$ cat config.mk
export PLATFORM = sky130hd
export DESIGN_NAME = jt1942_prog_sdram
export DESIGN_NICKNAME = d
export VERILOG_FILES = /design/src/rtl/jt1942_prog_sdram.sv
export SDC_FILE = /design/constraint.sdc
export NUM_CORES = 1
export LEC_CHECK = 0
export ABC_AREA = 1
export ABC_CLOCK_PERIOD_IN_PS = 5900
export BUFFER_PORTS_ARGS = -buffer_cell sky130_fd_sc_hd__buf_2
export CAP_MARGIN = 30
export CORE_MARGIN = 2
export CORE_UTILIZATION = 50
export CTS_CLUSTER_SIZE = 10
export DETAILED_ROUTE_END_ITERATION = 6
export PLACE_DENSITY_LB_ADDON = 0.2
export RECOVER_POWER = 100
export REMOVE_ABC_BUFFERS = 1
export SETUP_SLACK_MARGIN = 0.05
export SYNTH_ARGS = -nofsm -noshare
export SYNTH_HDL_FRONTEND = slang
export SYNTH_SLANG_ARGS = --single-unit
$ cat constraint.sdc
create_clock -name clk_rom -period 5.9 [get_ports clk_rom]
set_clock_uncertainty 0.1 [all_clocks]
set_input_delay 0.59 -clock clk_rom [delete_from_list [all_inputs] [get_ports clk_rom]]
set_output_delay 0.59 -clock clk_rom [all_outputs]
set_load 0.005 [all_outputs]
$ cat src/rtl/jt1942_prog_sdram.sv
// ---------------------------------------------------------------------------
// jt1942_prog_sdram
// Receiving end of the ROM-download programming bus. Byte writes from the
// download demux go into a small circular FIFO. A two-state FSM then issues
// 16-bit masked write requests to the SDRAM controller over a req/ack
// handshake. Writes to the PROM page are skipped here because prom_we
// handles them. dl_done pulses once the download is fully committed.
//
// Handshake: sdram_req is raised with sdram_addr/din/wrmask valid. All four
// stay stable until the controller returns a one-cycle sdram_ack, and the
// request is retired on that edge. The next queued write may be presented
// on the following cycle with sdram_req still high (back-to-back).
//
// Ports
//   clk_rom       in   ROM/SDRAM clock, rising edge
//   rst_n         in   asynchronous active-low reset
//   downloading   in   high while the ROM download is in progress
//   prog_we       in   one-cycle write strobe for prog_addr/data/mask
//   prog_addr     in   [21:0] 16-bit word address
//   prog_data     in   [7:0]  byte to write
//   prog_mask     in   [1:0]  byte enables, [1]=upper, [0]=lower
//   sdram_req     out  write request to the SDRAM controller
//   sdram_ack     in   controller accepted the current request
//   sdram_addr    out  [21:0] word address of the current request
//   sdram_din     out  [15:0] write data, byte replicated in both halves
//   sdram_wrmask  out  [1:0]  byte enables of the current request
//   busy          out  FIFO non-empty or request outstanding (registered)
//   overflow      out  sticky flag: a write was dropped on a full FIFO
//   dl_done       out  one-cycle pulse when the download is fully committed
// ---------------------------------------------------------------------------
module jt1942_prog_sdram #(
  parameter int         FIFO_AW   = 2,
  parameter logic [3:0] PROM_PAGE = 4'hF
) (
  input  logic        clk_rom,
  input  logic        rst_n,
  input  logic        downloading,
  input  logic        prog_we,
  input  logic [21:0] prog_addr,
  input  logic [7:0]  prog_data,
  input  logic [1:0]  prog_mask,
  output logic        sdram_req,
  input  logic        sdram_ack,
  output logic [21:0] sdram_addr,
  output logic [15:0] sdram_din,
  output logic [1:0]  sdram_wrmask,
  output logic        busy,
  output logic        overflow,
  output logic        dl_done
);

  localparam int DEPTH = 1 << FIFO_AW;
  localparam logic [FIFO_AW:0] DEPTH_C = (FIFO_AW + 1)'(DEPTH);
  localparam logic [FIFO_AW:0] ONE_C   = (FIFO_AW + 1)'(1);

  typedef enum logic {ST_IDLE = 1'b0, ST_WAIT = 1'b1} state_t;

  // Entry layout: {addr[21:0], data[7:0], mask[1:0]}
  logic [31:0]        mem [DEPTH];
  logic [FIFO_AW-1:0] wr_ptr;
  logic [FIFO_AW-1:0] rd_ptr;
  logic [FIFO_AW:0]   count;
  state_t             state;
  logic               downloading_q;
  logic               dl_pending;

  logic        push_req;
  logic        pop;
  logic        full;
  logic        push_ok;
  logic        drop;
  logic        dl_rise;
  logic [31:0] head;
  logic [31:0] next_entry;

  always_comb begin
    push_req   = prog_we && (prog_mask != 2'b00) && (prog_addr[21:18] != PROM_PAGE);
    pop        = (state == ST_WAIT) && sdram_ack;
    full       = (count == DEPTH_C);
    // A full FIFO still accepts when the head leaves on the same edge.
    push_ok    = push_req && (!full || pop);
    drop       = push_req && full && !pop;
    dl_rise    = downloading && !downloading_q;
    head       = mem[rd_ptr];
    next_entry = mem[rd_ptr + 1'b1];
  end

  // Storage carries no reset: emptiness is defined by the pointers/count.
  always_ff @(posedge clk_rom) begin
    if (push_ok) mem[wr_ptr] <= {prog_addr, prog_data, prog_mask};
  end

  // FIFO pointers and occupancy
  always_ff @(posedge clk_rom or negedge rst_n) begin
    if (!rst_n) begin
      wr_ptr <= '0;
      rd_ptr <= '0;
      count  <= '0;
    end else begin
      if (push_ok) wr_ptr <= wr_ptr + 1'b1;
      if (pop)     rd_ptr <= rd_ptr + 1'b1;
      case ({push_ok, pop})
        2'b10:   count <= count + ONE_C;
        2'b01:   count <= count - ONE_C;
        default: count <= count;
      endcase
    end
  end

  // Request FSM with registered request outputs
  always_ff @(posedge clk_rom or negedge rst_n) begin
    if (!rst_n) begin
      state        <= ST_IDLE;
      sdram_req    <= 1'b0;
      sdram_addr   <= '0;
      sdram_din    <= '0;
      sdram_wrmask <= '0;
    end else begin
      case (state)
        ST_IDLE: begin
          if (count != '0) begin
            sdram_addr   <= head[31:10];
            sdram_din    <= {head[9:2], head[9:2]};
            sdram_wrmask <= head[1:0];
            sdram_req    <= 1'b1;
            state        <= ST_WAIT;
          end
        end
        ST_WAIT: begin
          if (sdram_ack) begin
            // The head is retired this edge; the entry behind it becomes
            // the next request without dropping sdram_req.
            if (count > ONE_C) begin
              sdram_addr   <= next_entry[31:10];
              sdram_din    <= {next_entry[9:2], next_entry[9:2]};
              sdram_wrmask <= next_entry[1:0];
            end else begin
              sdram_req <= 1'b0;
              state     <= ST_IDLE;
            end
          end
        end
        default: begin
          sdram_req <= 1'b0;
          state     <= ST_IDLE;
        end
      endcase
    end
  end

  // Status flags and download-complete detection
  always_ff @(posedge clk_rom or negedge rst_n) begin
    if (!rst_n) begin
      busy          <= 1'b0;
      overflow      <= 1'b0;
      dl_done       <= 1'b0;
      dl_pending    <= 1'b0;
      downloading_q <= 1'b0;
    end else begin
      downloading_q <= downloading;
      busy          <= (count != '0) || sdram_req;
      // A fresh download clears the sticky flag; a drop on that same
      // edge still sets it.
      if (dl_rise) overflow <= 1'b0;
      if (drop)    overflow <= 1'b1;
      dl_done <= 1'b0;
      if (dl_rise) begin
        dl_pending <= 1'b1;
      end else if (dl_pending && !downloading && (count == '0) && (state == ST_IDLE)) begin
        dl_done    <= 1'b1;
        dl_pending <= 1'b0;
      end
    end
  end

endmodule
==> results by group, run 1 <==
Run status
  • Status: finished, violations left
  • Failing checks: capacitance limit, slew limit

Power and ir drop
  • Pleak: 0.00515 uW
  • Maximum resistive drop on vdd: 0.000351 V
  • Pwr dens: 510 nW/um2
  • Comb power frac: 0.450
  • Sw power: 2150 uW
  • Internal power contribution: 2920 uW
  • Total Power Consumption: 5060 uW
  • Part of the total power dissipated in the clock network: 0.205
  • Fraction of power consumed by sequential logic: 0.345
  • Switching power as a share of total power: 0.424

Setup path
  • Critical path buffer and inverter count: 2
  • Largest fanout on the critical path: 65
  • Slowest cell on crit path: sky130_fd_sc_hd__nand2_1
  • Critical Path Start Type: flip-flop
  • Data required time at the worst endpoint: 6.16 ns
  • Setup Crit Path Kind: reg2reg
  • CP endpoint kind: flip-flop
  • Gate family responsible for the most delay along the worst path: simple AND/OR/NAND/NOR gates
  • Register-to-register setup slack: 1.71 ns
  • Delay contributed by the slowest stage of the critical path: 1.32 ns
  • Arrival time of data at the critical path endpoint: 4.45 ns
  • Number of cells traversed by the worst register-to-register path: 10
  • Most common cell type on the critical path: sky130_fd_sc_hd__nand2_1
  • CP cell instances: clkinv_1, clkbuf_2, nand2_4, nand2_1, nand2_1, nand2_1, nand2_1, nand2_1, nand2_1, nand2_1
  • WP depth: 10

Worst hold path
  • Number of cells on the worst hold path: 1
  • Class of the tightest hold or removal check: in2reg

Final layout
  • Fill count: 1,609
  • Total area of sequential cells: 5000 um2
  • Area delta synth->final: 9.70%
  • Area used by multi-input combinational logic: 3110 um2
  • Final nets: 1,239
  • Layout cells sized above 1: 0.0721
  • Antenna diode instance count: 0

Clocking
  • Num CTS Buffers: 17
  • Latest clock arrival within the worst-skew pair: 0.42 ns
  • Post-CTS repair timing setup buffer count: 0
  • H-tree level count: 4
  • Quantity of gates resized following cts: 0
  • Maximum root-to-sink buffer count: 2
  • Clock transition time at the flip-flop clock pins of the worst setup and hold paths: 0.07 ns
  • Clock tree from TritonCTS: built
  • CTS Sinks: 174
  • Cell at the root of the clock tree: sky130_fd_sc_hd__clkbuf_16
  • Count of hold buffers inserted by post-cts repair: 0

Synth
  • #FFs+latches synth: 174
  • Most frequent cell after synthesis: sky130_fd_sc_hd__nand2_1
  • Fraction of the yosys area taken by sequential cells: 0.552
  • Most numerous cell types in the synthesized netlist: sky130_fd_sc_hd__nand2_1, sky130_fd_sc_hd__inv_1, sky130_fd_sc_hd__edfxtp_1
  • Leading area contributor after synthesis: sky130_fd_sc_hd__edfxtp_1
  • Synth unique cells: 26
  • Most used flip-flop cell after synthesis: sky130_fd_sc_hd__edfxtp_1
  • Number of warnings issued by yosys: 0
  • Share of Yosys cell area claimed by the top area cell type: 0.425
  • Post-synth EDFFs: 128
  • Gate Count Post-Synth: 1,144
  • Area of the mapped netlist: 9050 um2
  • Post-synthesis area per instance: 7.91 um2
  • Synth area leaders: sky130_fd_sc_hd__edfxtp_1, sky130_fd_sc_hd__nand2_1, sky130_fd_sc_hd__dfrtp_1, sky130_fd_sc_hd__inv_1, sky130_fd_sc_hd__nand3_1
  • Share of synthesized registers carrying an async set or reset: 0.264

Placed design
  • Placer's final routability congestion estimate: 0.774
  • Half-perimeter wire length after placement: 10.7 mm
  • Number of port buffers: 80

Die
  • Die Width: 139 um
  • Number of top-level pins: 81
  • Initial core utilization: 0.507
  • DIE AREA: 19,200 um2
  • Placement row count: 49
  • Die Ht: 139 um
  • Area inside the core boundary: 17,800 um2

Timing
  • Share of the clock period used by the worst path after layout: 0.709
  • Unrepaired setup endpoints after global routing: false
  • Setup TNS: 0 ns
  • Number of setup violations in the final report: 0
  • Final period demand of the worst path: 4.19 ns
  • Top achievable clock speed: 239 MHz
  • Worst max-slew margin expressed relative to the limit: -0.940
  • Final count of pins violating max slew: 147
  • Final-report hold violation count: 0
  • Actual transition at the worst max-transition pin: 2.91 ns

Routing
  • WL met3: 1.02 mm
  • Via/cell ratio: 4.83
  • Met1 wire length: 8.61 mm
  • Initial drt markers: 402
  • Number of vias after detailed routing: 6,932
  • Highest metal layer with signal wires: met4
  • Count of nets left with antenna violations after detail routing: 0
  • 1st-pass router iterations: 4
  • Final wirelength: 19.8 mm
  • Final routed wire length divided by cell count: 13.8 um
  • Remaining DRCs: 0
  • Detail Route met2 WL: 9.84 mm

Job
  • # Max-Cap Violations: 3

Global route
  • Antenna violations before repair: 0
  • Total Routing Usage GR: 0.209
  • Overflow left after global routing: 0
  • First-pass GRT wire length: 31.4 mm
  • Via count of the first global-routing pass: 6,260
  • Maximum number of pins on one net before global-route repair: 106
[layout by cell type (no fill, tap or decap)]
master                       count
sky130_fd_sc_hd__dfrtp_1        45
sky130_fd_sc_hd__clkbuf_8        1
sky130_fd_sc_hd__clkinvlp_4      3
sky130_fd_sc_hd__xnor2_1         2
sky130_fd_sc_hd__clkbuf_2        1
sky130_fd_sc_hd__nor4_1          1
sky130_fd_sc_hd__clkbuf_16      17
sky130_fd_sc_hd__nor2_4          4
sky130_fd_sc_hd__dfrtp_2         1
sky130_fd_sc_hd__bufinv_16       1
sky130_fd_sc_hd__inv_1         145
sky130_fd_sc_hd__clkinv_4        2
sky130_fd_sc_hd__and2_1          1
sky130_fd_sc_hd__inv_2           1
sky130_fd_sc_hd__nand3_1        69
sky130_fd_sc_hd__or2_2           2
sky130_fd_sc_hd__clkinv_1        4
sky130_fd_sc_hd__a21oi_1         1
sky130_fd_sc_hd__nand2_1       653
sky130_fd_sc_hd__nand4_1         2
sky130_fd_sc_hd__nand2_4         1
sky130_fd_sc_hd__inv_4           1
sky130_fd_sc_hd__nor2_1          4
sky130_fd_sc_hd__a21oi_4         1
sky130_fd_sc_hd__buf_4          10
sky130_fd_sc_hd__buf_2          38
sky130_fd_sc_hd__edfxtp_1      128
sky130_fd_sc_hd__clkbuf_1       46
sky130_fd_sc_hd__xor2_1          3
sky130_fd_sc_hd__o21ai_0         6
sky130_fd_sc_hd__clkinv_2        3
sky130_fd_sc_hd__ha_1            9
[final timing paths]
kind	startpoint	to
worst max-delay path	rd_ptr[1]$_DFFE_PN0P_	sdram_din[14]$_DFFE_PN0P_
worst min-delay path	downloading	downloading_q$_DFF_PN0_
worst max register to register	rd_ptr[1]$_DFFE_PN0P_	sdram_din[14]$_DFFE_PN0P_
worst min register to register	sdram_addr[1]$_DFFE_PN0P_	sdram_addr[1]$_DFFE_PN0P_
max in group asynchronous	rst_n	rd_ptr[0]$_DFFE_PN0P_
min in group asynchronous	rst_n	dl_done$_DFF_PN0_
[power groups by stage]
stage          registers (uW)  logic [uW]  clock network [uW]
6_report                 1750        2280                1040
5_1_grt                  1780        2620                1100
4_1_cts                  1750        2310                1060
3_5_place_dp             1770        2300                   0
3_3_place_gp             1770        2260                   0
2_1_floorplan            1870        1440                   0
[cell type report]
type / count / share of cell area
Sequential cell: 174 / 0.503
Multi-Input combinational cell: 759 / 0.313
Inverter: 148 / 0.0562
Clock buffer: 20 / 0.0450
Timing Repair Buffer: 93 / 0.0438
Tap cell: 229 / 0.0288
Clock inverter: 12 / 0.00970
[per-layer routing]
layer	track usage	vias to the layer above
li1	-	3558
met1	0.266	3172
met2	0.365	177
met3	0.0335	25
met4	0.0736	0
met5	0	-
[cells by family after synthesis]
family	count (synthesis)	synth area share
buf+inv	211	0.108
flops	174	0.552
simple gates	737	0.319
compound gates	8	0.00484
xor+xnor	5	0.00484
fa+ha+maj	9	0.0124
[per-stage QoR]
stage / util / setup WS (ns) / area [um2] / std cells / hold slack (ns)
final: 0.557 / 1.71 / 9930 / 1435 / 0.206
after global placement: 0.530 / 3.02 / 9460 / 1403 / 0.362
after detailed placement: 0.530 / 2.98 / 9460 / 1403 / 0.360
after floorplan: - / 1.92 / 8640 / 1081 / 0.194
after CTS: 0.561 / 2.94 / 10000 / 1435 / 0.184
after global routing: 0.557 / 1.46 / 9930 / 1435 / 0.198
[state kept, by name (all words and copies together) (netlist names), 2 cells and up]
register / cells
wr_ptr: 2
sdram_wrmask: 2
mem: 128
sdram_din: 8
count: 3
rd_ptr: 2
sdram_addr: 22
(Power assumes the default switching activity.)
==> run 2, diff against run 1 <==
--- a/config.mk
+++ b/config.mk
@@ -6,7 +6,7 @@
 export NUM_CORES = 1
 export LEC_CHECK = 0
 export ABC_AREA = 1
-export ABC_CLOCK_PERIOD_IN_PS = 5900
+export ABC_CLOCK_PERIOD_IN_PS = 4280
 export BUFFER_PORTS_ARGS = -buffer_cell sky130_fd_sc_hd__buf_2
 export CAP_MARGIN = 30
 export CORE_MARGIN = 2
==> constraint.sdc (replaced) <==
create_clock -name clk_rom -period 4.28 [get_ports clk_rom]
set_clock_uncertainty 0.1 [all_clocks]
set_input_delay 0.428 -clock clk_rom [delete_from_list [all_inputs] [get_ports clk_rom]]
set_output_delay 0.428 -clock clk_rom [all_outputs]
set_load 0.005 [all_outputs]
==> results by group, run 2 (synthesis results as in run 1) <==
Clocking
  • Maximum root-to-sink buffer count: 2 (unchanged)
  • Quantity of gates resized following cts: 0 (unchanged)
  • Cell at the root of the clock tree: sky130_fd_sc_hd__clkbuf_16
  • Post-CTS repair timing setup buffer count: 0 (unchanged)
  • Clock tree from TritonCTS: built
  • CTS Sinks: 174 (unchanged)
  • H-tree level count: 4 (unchanged)
  • Num CTS Buffers: 17 (unchanged)
  • Clock transition time at the flip-flop clock pins of the worst setup and hold paths: 0.06 ns (about the same)
  • Latest clock arrival within the worst-skew pair: 0.43 ns (about the same)
  • Count of hold buffers inserted by post-cts repair: 0 (unchanged)

Final layout
  • Most common library cell in the layout ignoring fill and taps: sky130_fd_sc_hd__nand2_1
  • Layout cells sized above 1: 0.0737 (+0.00160)
  • Commonest non-fill, non-tap cells in the layout: sky130_fd_sc_hd__nand2_1, sky130_fd_sc_hd__inv_1, sky130_fd_sc_hd__edfxtp_1
  • Area delta synth->final: 10.4%
  • Final nets: 1,240 (+0.081%)
  • Fin cells: 1,437 (+0.14%)
  • Fill count: 1,640 (+1.9%)
  • Register bank with the most flops: mem
  • Max reg flops: 128 (unchanged)
  • Largest registers ranked by flip-flop count: mem x128, sdram_addr x22, sdram_din x8

Timing
  • Smallest hold slack: 0.0161 ns (-0.190 ns)
  • Share of the clock period used by the worst path after layout: 0.707 (-0.00247)
  • Final-report hold violation count: 0 (unchanged)
  • Actual transition at the worst max-transition pin: 1.39 ns (-1.52 ns)
  • Worst max-slew margin expressed relative to the limit: 0.0701 (+1.01)
  • Number of setup violations in the final report: 0 (unchanged)
  • Setup TNS: 0 ns (unchanged)
  • Final period demand of the worst path: 3.03 ns (-1.16 ns)
  • Final count of pins violating max slew: 0 (-100%)
  • Unrepaired setup endpoints after global routing: false
  • Top achievable clock speed: 330 MHz (+38%)

Placed design
  • Placer's final routability congestion estimate: 0.744 (-3.9%)
  • Number of port buffers: 80 (unchanged)
  • Half-perimeter wire length after placement: 11.6 mm (+8.0%)
  • Number of cells after detailed placement: 1,403 (unchanged)

Setup path
  • Reg-to-Reg End: mem[0][0]$_DFFE_PP_
  • WP depth: 6 (-4)
  • CP endpoint kind: flip-flop
  • Setup Crit Path Kind: reg2reg
  • Critical Path Start Type: flip-flop
  • Gate family responsible for the most delay along the worst path: simple AND/OR/NAND/NOR gates
  • CP cell instances: inv_1, ha_1, nand3_1, nand4_1, nor2_1, buf_12
  • Largest fanout on the critical path: 20 (-69%)
  • Endpoint of the most critical setup path: mem[0][0]$_DFFE_PP_
  • RR Startpoint: count[0]$_DFFE_PN0P_
  • Register-to-register setup slack: 1.25 ns (-0.46 ns)
  • Data required time at the worst endpoint: 4.31 ns (-1.85 ns)
  • Launch point of the worst path: count[0]$_DFFE_PN0P_
  • Delay contributed by the slowest stage of the critical path: 1.15 ns (-0.17 ns)
  • Slowest cell on crit path: sky130_fd_sc_hd__nor2_1
  • Arrival time of data at the critical path endpoint: 3.05 ns (-1.40 ns)
  • Critical path buffer and inverter count: 2 (unchanged)
  • Number of cells traversed by the worst register-to-register path: 6 (-4)

Run status
  • Status: finished clean

Die
  • Number of top-level pins: 81 (unchanged)
  • Die Width: 139 um (unchanged)
  • Placement row count: 49 (unchanged)
  • Die Ht: 139 um (unchanged)
  • Initial core utilization: 0.507 (unchanged)
  • DIE AREA: 19,200 um2 (unchanged)
  • Area inside the core boundary: 17,800 um2 (unchanged)

Routing
  • 1st-pass router iterations: 4 (unchanged)
  • Remaining DRCs: 0 (unchanged)
  • Via/cell ratio: 4.81 (-0.43%)
  • Number of vias after detailed routing: 6,912 (-0.29%)
  • Final wirelength: 20.2 mm (+2.0%)
  • Count of nets left with antenna violations after detail routing: 0 (unchanged)
  • Initial drt markers: 482 (+20%)
  • Final routed wire length divided by cell count: 14.0 um (+1.8%)

Global route
  • Antenna violations before repair: 1 (+1)
  • First-pass GRT wire length: 32.5 mm (+3.4%)
  • Via count of the first global-routing pass: 6,317 (+0.91%)
  • Overflow left after global routing: 0 (unchanged)
  • Total Routing Usage GR: 0.214 (+0.00503)
  • Maximum number of pins on one net before global-route repair: 101 (-4.7%)

Power and ir drop
  • Pwr dens: 703 nW/um2 (+38%)
  • Pleak: 0.00517 uW (+0.49%)
  • Maximum resistive drop on vdd: 0.000575 V (+64%)

Worst hold path
  • Class of the tightest hold or removal check: in2async

Job
  • # Max-Cap Violations: 0 (-3)
run 2: changes by cell type in the layout (fill, tap and decap cells not counted), moves of 2 or more:
cell	change
sky130_fd_sc_hd__buf_16	+2
sky130_fd_sc_hd__buf_12	+4
sky130_fd_sc_hd__nor2_1	+4
sky130_fd_sc_hd__nor2_4	-4
sky130_fd_sc_hd__clkinv_2	-3
sky130_fd_sc_hd__inv_2	+2
sky130_fd_sc_hd__clkinvlp_4	+2
sky130_fd_sc_hd__inv_6	+2
sky130_fd_sc_hd__buf_4	-2
sky130_fd_sc_hd__clkbuf_1	-4
run 2: through the flow:
stage | setup WS, ns | utilization | instance area (um2) | total power, uW
3_5_place_dp | 1.57 | 0.534 | 9530 | 5670
4_1_cts | 1.54 | 0.564 | 10100 | 7070
5_1_grt | 1.02 | 0.560 | 9990 | 7630
2_1_floorplan | 0.303 | - | 8640 | 4560
3_3_place_gp | 1.44 | 0.528 | 9420 | 5560
6_report | 1.25 | 0.560 | 10000 | 7020
run 2: area by class of cell:
type / count / area [um2] / share of cell area
Clock inverter: 14 / 96.3 / 0.00964
Sequential cell: 174 / 5000 / 0.500
Antenna cell: 1 / 2.50 / 0.000250
Tap cell: 229 / 287 / 0.0287
Inverter: 148 / 558 / 0.0558
Multi-Input combinational cell: 759 / 3080 / 0.308
Timing Repair Buffer: 94 / 544 / 0.0544
Clock buffer: 18 / 429 / 0.0429
run 2: worst min path at each step:
stage,slack (ns),startpoint,to
global placement,0.36,sdram_addr[0]$_DFFE_PN0P_,sdram_addr[0]$_DFFE_PN0P_
finish,0.02,rst_n,dl_done$_DFF_PN0_
detailed placement,0.36,sdram_addr[0]$_DFFE_PN0P_,sdram_addr[0]$_DFFE_PN0P_
CTS,0.02,downloading,downloading_q$_DFF_PN0_
floorplan,0.03,rst_n,busy$_DFF_PN0_
global route,0.05,downloading,downloading_q$_DFF_PN0_
run 2: worst reg2reg max path: stages (launching register included):
cell and delay, ns:
sky130_fd_sc_hd__dfrtp_1 0.42, sky130_fd_sc_hd__inv_1 0.10, sky130_fd_sc_hd__ha_1 0.21, sky130_fd_sc_hd__nand3_1 0.11
sky130_fd_sc_hd__nand4_1 0.35, sky130_fd_sc_hd__nor2_1 1.15, sky130_fd_sc_hd__buf_12 0.28
run 2: per-layer routing:
metal / vias up / GRT usage / part of all wire
met5: - / 0 / 0
met4: 0 / 0.0752 / 0.018
met3: 29 / 0.0325 / 0.045
met2: 159 / 0.349 / 0.48
met1: 3165 / 0.295 / 0.46
li1: 3559 / - / -
run 2: power by group:
group          switching (uW)  internal (uW)  leakage, uW
Combinational            2180           1050      0.00320
Clock                     651            738     0.000239
Sequential                182           2220      0.00173
